$ cat src/rtl/rank_select_pkg.sv
// Shared filter package: default window geometry and rank-field width derivation.
package rank_select_pkg;

  localparam int FILT_N      = 9;
  localparam int FILT_DATA_W = 8;

  // Width needed to hold any count 0..n inclusive.
  function automatic int rank_width(input int n);
    return $clog2(n + 1);
  endfunction

endpackage

$ cat src/rtl/rank_select_bitsum_tree.sv
// Rank-sum tree: counts the set bits of one sample's comparison vector.
module bitsum_tree
  import rank_select_pkg::*;
#(
  parameter int W     = 8,
  parameter int SUM_W = rank_width(W)
) (
  input  logic [W-1:0]     bits,
  output logic [SUM_W-1:0] sum
);

  // Population count; SUM_W is sized to hold W without overflow.
  always_comb begin
    sum = '0;
    for (int k = 0; k < W; k++) begin
      sum = sum + SUM_W'(bits[k]);
    end
  end

endmodule

$ cat src/rtl/rank_select.sv
// Rank selector: picks the sample of requested rank among enabled window samples.
// Three stages (compare, rank sum, select) advance together under one enable.
module rank_select
  import rank_select_pkg::*;
#(
  parameter int N      = FILT_N,
  parameter int DATA_W = FILT_DATA_W,
  parameter int RANK_W = rank_width(N)
) (
  input  logic                clk,
  input  logic                rst,
  input  logic                in_valid,
  output logic                in_ready,
  input  logic [N*DATA_W-1:0] in_data,
  input  logic [N-1:0]        in_mask,
  input  logic [RANK_W-1:0]   in_target,
  output logic                out_valid,
  input  logic                out_ready,
  output logic [DATA_W-1:0]   out_data,
  output logic                out_err
);

  logic adv;
  assign adv      = !out_valid || out_ready;
  assign in_ready = adv;

  logic [N-1:0][DATA_W-1:0] x;
  assign x = in_data;

  // S1 signals
  logic [N-1:0][N-2:0]      vec_d;
  logic                     s1_valid;
  logic [N-1:0][N-2:0]      s1_vec;
  logic [N-1:0]             s1_mask;
  logic [RANK_W-1:0]        s1_target;
  logic [N-1:0][DATA_W-1:0] s1_data;

  // S2 signals
  logic [N-1:0][RANK_W-1:0] rank_d;
  logic [RANK_W-1:0]        m_d;
  logic                     s2_valid;
  logic [N-1:0][RANK_W-1:0] s2_rank;
  logic [RANK_W-1:0]        s2_m;
  logic [N-1:0]             s2_mask;
  logic [RANK_W-1:0]        s2_target;
  logic [N-1:0][DATA_W-1:0] s2_data;

  // S3 signals
  logic [DATA_W-1:0]        sel_d;
  logic                     err_d;

  // Pairwise compare: bit set when enabled sample j sorts before sample i (index breaks ties).
  always_comb begin
    vec_d = '0;
    for (int i = 0; i < N; i++) begin
      for (int j = 0; j < N; j++) begin
        if (j != i) begin
          vec_d[i][(j < i) ? j : j - 1] = in_mask[j] &&
            ((x[j] < x[i]) || ((x[j] == x[i]) && (j < i)));
        end
      end
    end
  end

  // S1 register: comparison vectors plus the request context.
  always_ff @(posedge clk) begin
    if (rst) begin
      s1_valid <= 1'b0;
    end else if (adv) begin
      s1_valid  <= in_valid;
      s1_vec    <= vec_d;
      s1_mask   <= in_mask;
      s1_target <= in_target;
      s1_data   <= x;
    end
  end

  for (genvar g = 0; g < N; g++) begin : g_rank
    bitsum_tree #(
      .W    (N - 1),
      .SUM_W(RANK_W)
    ) u_sum (
      .bits(s1_vec[g]),
      .sum (rank_d[g])
    );
  end

  // Number of enabled samples in the request.
  always_comb begin
    m_d = '0;
    for (int i = 0; i < N; i++) begin
      m_d = m_d + RANK_W'(s1_mask[i]);
    end
  end

  // S2 register: per-sample ranks and enabled count.
  always_ff @(posedge clk) begin
    if (rst) begin
      s2_valid <= 1'b0;
    end else if (adv) begin
      s2_valid  <= s1_valid;
      s2_rank   <= rank_d;
      s2_m      <= m_d;
      s2_mask   <= s1_mask;
      s2_target <= s1_target;
      s2_data   <= s1_data;
    end
  end

  // Select: ranks of enabled samples are distinct, so at most one term is non-zero.
  always_comb begin
    sel_d = '0;
    for (int i = 0; i < N; i++) begin
      if (s2_mask[i] && (s2_rank[i] == s2_target)) begin
        sel_d = sel_d | s2_data[i];
      end
    end
    err_d = (s2_target >= s2_m);
  end

  // Output register; holds while the consumer stalls.
  always_ff @(posedge clk) begin
    if (rst) begin
      out_valid <= 1'b0;
      out_data  <= '0;
      out_err   <= 1'b0;
    end else if (adv) begin
      out_valid <= s2_valid;
      out_data  <= err_d ? '0 : sel_d;
      out_err   <= err_d;
    end
  end

endmodule

$ cat config.mk
export PLATFORM = sky130hd
export DESIGN_NAME = rank_select
export DESIGN_NICKNAME = d
export VERILOG_FILES = /design/src/rtl/rank_select_pkg.sv /design/src/rtl/rank_select_bitsum_tree.sv /design/src/rtl/rank_select.sv
export SDC_FILE = /design/constraint.sdc
export NUM_CORES = 1
export LEC_CHECK = 0
export ABC_AREA = 1
export BUFFER_PORTS_ARGS = -buffer_cell sky130_fd_sc_hd__buf_2
export CAP_MARGIN = 15
export CORE_MARGIN = 5
export CORE_UTILIZATION = 66
export DETAILED_ROUTE_END_ITERATION = 8
export GPL_TIMING_DRIVEN = 1
export PLACE_DENSITY = 0.85
export SETUP_SLACK_MARGIN = 0.2
export SYNTH_ARGS = -nofsm -noshare
export SYNTH_HDL_FRONTEND = slang
export SYNTH_SLANG_ARGS = --single-unit
$ cat constraint.sdc
create_clock -name clk -period 23 [get_ports clk]
set_input_delay 3.45 -clock clk [delete_from_list [all_inputs] [get_ports clk]]
set_output_delay 3.45 -clock clk [all_outputs]
set_load 0.01 [all_outputs]
Word level (Yosys, flattened, before mapping). Index checks and enable logic that the tools add are counted.

Output and inout port bits: 11. Input port bits: 89. Register bits: 294. Word-level logic and storage cells: 374.

Equal/unequal tests: 45. $add $sub $neg: 71. Reduce and logical (&&, ||, !) cells: 120. Muxes and demuxes: 10. Bitwise operators: 9. Magnitude comparators: 73.

Operators with widths (number): less-than comparator 8 bit (72); == test 8 bit (36); adder 4 x 1 -> 4 bit (59); logical AND 1 bit (81); 2-to-1 mux 8 bit (10); OR 8 bit (8); logical OR 1 bit (37); == test 4 bit (9); adder 1 x 1 -> 2 bit (10); adder 3 x 1 -> 4 bit (1); greater-or-equal comparator 4 bit (1); adder 2 x 1 -> 3 bit (1); AND reduction 2 bit (1); zero test 1 bit (1); NOT 1 bit (1).

Depth between registers and ports, before layout.
Word-level depth: 20. Gate-level depth with buffers: 12.

Cells and area by module. Synthesis repeated with hierarchy kept, for this count alone.

Cells, all modules: 1850. Area, all modules: 19010.7 µm².

By module, submodules not included: rank_select (cells each 1598, times used 1, seq. area each 8708.4 µm², area an instance 17231.5 µm²); bitsum_tree (cells each 28, times used 9, seq. area each 0.0 µm², area an instance 197.7 µm²).

Worst setup path before layout. No wires, ideal clock.

Path kind: input port to flip-flop. From: in out_ready. To: reg s1_data[0] (netlist name), enable pin. Buffers on the path: 1. Data arrival time: 15.360 ns. Stages: 3. Setup time: 0.930 ns. Path slack: 6.710 ns. Path through: nor2_1 > buf_2 > nor2_1.

Cells in the longest elaborated chain, start to end: 2.

Ends and longest elaborated chain: start, declared (RTL line rank_select.sv:18) `input logic out_ready,`; logical OR 1 bit (RTL line rank_select.sv:24) `assign adv = !out_valid || out_ready;`; AND reduction 2 bit (no source line); end signal, assigned (RTL line rank_select.sv:74) `s1_data <= x;`; end, declared (RTL line rank_select.sv:36) `logic [N-1:0][DATA_W-1:0] s1_data;`.

No other way between the ends. A chain may end at the register's enable or synchronous reset.

Worst setup path in the final report.
From: in out_ready. To: out in_ready.

Cells in the longest elaborated chain, start to end: 1.

Ends and longest elaborated chain: logical OR 1 bit (RTL line rank_select.sv:24); end, declared (RTL line rank_select.sv:13) `output logic in_ready,`.

No other way between the ends.

==> results.md <==
- Syn Nets: 2,250
- Critical path buffers and inverters: 3
- DRC: 0
- Async S/R FF share, synth: 0%
- Slew of the pin with the lowest slew margin: 1.17 ns
- Reg area: 8710 um2
- Mapped Area: 18,800 um2
- Congestion Overflow GR: 0
- Kind of critical path: in -> out
- Hold crit path type: reg -> reg
- Clk slew on worst S/H paths: 0.06 ns
- Compound-Gate Fraction of Synth Area: 8.09%
- Post-Synth XOR/XNOR Area: 0.698%
- Yosys warns: 0
- Cts hold-fix bufs: 0
- Clock Latency Late Sink: 0.56 ns
- Wire per inst: 22.4 um
- LEAKAGE: 9.47 nW
- Total CTS buffers: 30
- Number of flops mapped to enable cells by yosys: 282
- Simple-gate share of the synthesized area: 13.4%
- Avg Inst Size Synth: 10.5 um2
- R2R setup slack: 19.88 ns
- DPL Wire Length: 38,200 um
- Total clock sinks: 294
- Crit Path Max Fanout: 14
- Worst setup EP type: primary output
- CTS tree: yes
- Layout cells sized above 1: 9.43%
- Total die area: 32,000 um2
- Hold slack: 0.406 ns
- Fin. max-slew vios: 0
- Routed Antenna Nets: 0
- Cells after synthesis: 1,799
- Min-Delay Path Depth: 0
- Synthesis-stage register bit count: 294
- Largest stage delay on the critical path: 0.66 ns
- Setup TNS: 0 ns
- Commonest non-fill, non-tap cells in the layout: ha_1, edfxtp_1, inv_1, nand2_1, a21oi_1
- Sequential element share of the synthesized area: 46.2%
- Largest net degree at the start of global routing: 97
- Gr usage total: 33.2%
- Max Fclk: 124 MHz
- Crit path max-delay family: simple AND/OR/NAND/NOR gates
- Max-cap violations: 0
- Cell Rows: 61
- Post-synthesis mux area share: 0%
- Area Growth Syn to Fin: 10.1%
- Fin crit share: 35.0%
- CP startpoint kind: input port
- DRT Pass-1 Iters: 6
- Critical R2R Launch: s1_mask[0]$_DFFE_PP_
- Routed Wire Length: 52,300 um
- Placer Congestion: 0.946
- Initial antenna violation count: 1
- Worst path cell trace: buf_2 > nor2_1 > inv_1 > buf_2
- Placed Cells: 2,272
- CTS Buffer Depth: 3
- Min-Delay Endpoint: s2_data[9]$_DFFE_PP_
- Chip height: 179 um
- Final hold vios: 0
- Commonest non-fill, non-tap cell in the layout: ha_1
- Post-Synth Adder-Cell Area: 25.7%
- Clk_skew: 0.0198 ns
- Peak VDD IR: 0.0000617 V
- PostCTS Resize Cnt: 0
- Number of global-route vias before repair: 14.6k
- Relative slew slack: 21.8%
- Most frequent cell on the critical path: buf_2
- Initial drt markers: 1,494
- Root buffer cell: clkbuf_16
- Via count: 14.3k
- R2R depth: 9
- Initial Util: 67.2%
- R2R Path End: s2_m[1]$_DFFE_PP_
- Power Density: 72.8 nW/um2
- Slowest CP cell: nor2_1
- Layout Cells excl Fill: 2,330
- WP data required: 19.55 ns
- Hold_sp: s1_data[9]$_DFFE_PP_
- # port buffers: 99
- # fillers: 1,853
- Die width: 179 um
- Multi-input gate area: 9010 um2
- Via density: 6.14
- Library cells used by synthesis: 28
- Post-CTS Setup Inserts: 0
- First-pass GRT wire length: 79,700 um
- Top_reg_cell synth: edfxtp_1
- Htree depth: 1
- Setup Viol. Count Final: 0
- Critical path data arrival time: 4.61 ns
- Largest family of logic cells by synthesized area: adder cells
- RSZ-0062 raised after global routing: no
- Status: finished clean
- I/O pin total: 100
- Final min period: 8.06 ns
- Core ar.: 28,000 um2
- NumNets Final: 2,378
-- flip-flops by register name (all words and copies together), names as in the netlist --
signal     count
out_err        1
s1_target      4
s1_valid       1
s2_mask        9
out_data       8
s2_rank       36
s2_m           4
s2_target      4
s1_data       72
s2_valid       1
s2_data       72
s1_mask        9
out_valid      1
s1_vec        72
-- layout make-up --
class	count	share of cell area, %
multi-input combinational	1215	43.5
sequential	294	42.0
inverter	283	5.12
clock buffer	41	3.92
timing repair buffer	103	2.63
tap	378	2.28
clock inverter	15	0.567
antenna	1	0.0121
-- stage by stage --
stage | util [%] | area, um2 | setup slack, ns | total power [mW]
after floorplan | - | 18800 | 6.71 | 0.926
after global placement | 70.6 | 19800 | 14.98 | 1.01
after detailed placement | 70.6 | 19800 | 14.95 | 1.05
after CTS | 73.9 | 20700 | 14.95 | 1.50
after global routing | 74.0 | 20700 | 14.78 | 1.58
final | 74.0 | 20700 | 14.94 | 1.51
-- kinds of logic after synthesis --
logic type | Yosys count
and+or+nand+nor | 560
adders and majority gates | 362
DFF | 294
buffers and inverters | 290
AOI/OAI and AO/OA | 278
xor gates and xnor gates | 15
-- layer usage --
metal	share of wire [%]	track usage, %	routed length, um	vias to the layer above
met2	45	52.7	23600	875
met4	7.9	22.2	4150	0
met5	0	0	0	-
met3	11	6.60	5570	261
li1	-	-	-	6528
met1	36	41.5	19000	6644
-- report_power, final --
part,leakage (nW),internal [mW],total [mW],switching [mW]
Clock,0.455,0.259,0.461,0.203
Sequential,2.88,0.658,0.680,0.0227
Combinational,6.13,0.125,0.368,0.243
Total,9.47,1.04,1.51,0.469
-- cells in the mapped netlist, types with 12 or more instances --
library cell | number | area (um2)
and2_1 | 36 | 225
nand3_1 | 54 | 270
edfxtp_1 | 282 | 8470
fa_1 | 41 | 821
nor2_2 | 12 | 75.1
ha_1 | 321 | 4020
nand2_1 | 271 | 1020
inv_1 | 281 | 1050
o211ai_1 | 37 | 278
a21oi_1 | 147 | 736
nand4_1 | 64 | 400
o21ai_0 | 82 | 410
nor2_1 | 110 | 413
dfxtp_1 | 12 | 240
-- worst max-delay path by stage --
stage	cells past startpoint	slack (ns)	to	start
after floorplan	3	6.71	s1_data[0]$_DFFE_PP_	out_ready
after global placement	4	14.98	in_ready	out_ready
after detailed placement	4	14.95	in_ready	out_ready
after CTS	4	14.95	in_ready	out_ready
after global routing	4	14.78	in_ready	out_ready
final	4	14.94	in_ready	out_ready
(Power assumes the default switching activity.)
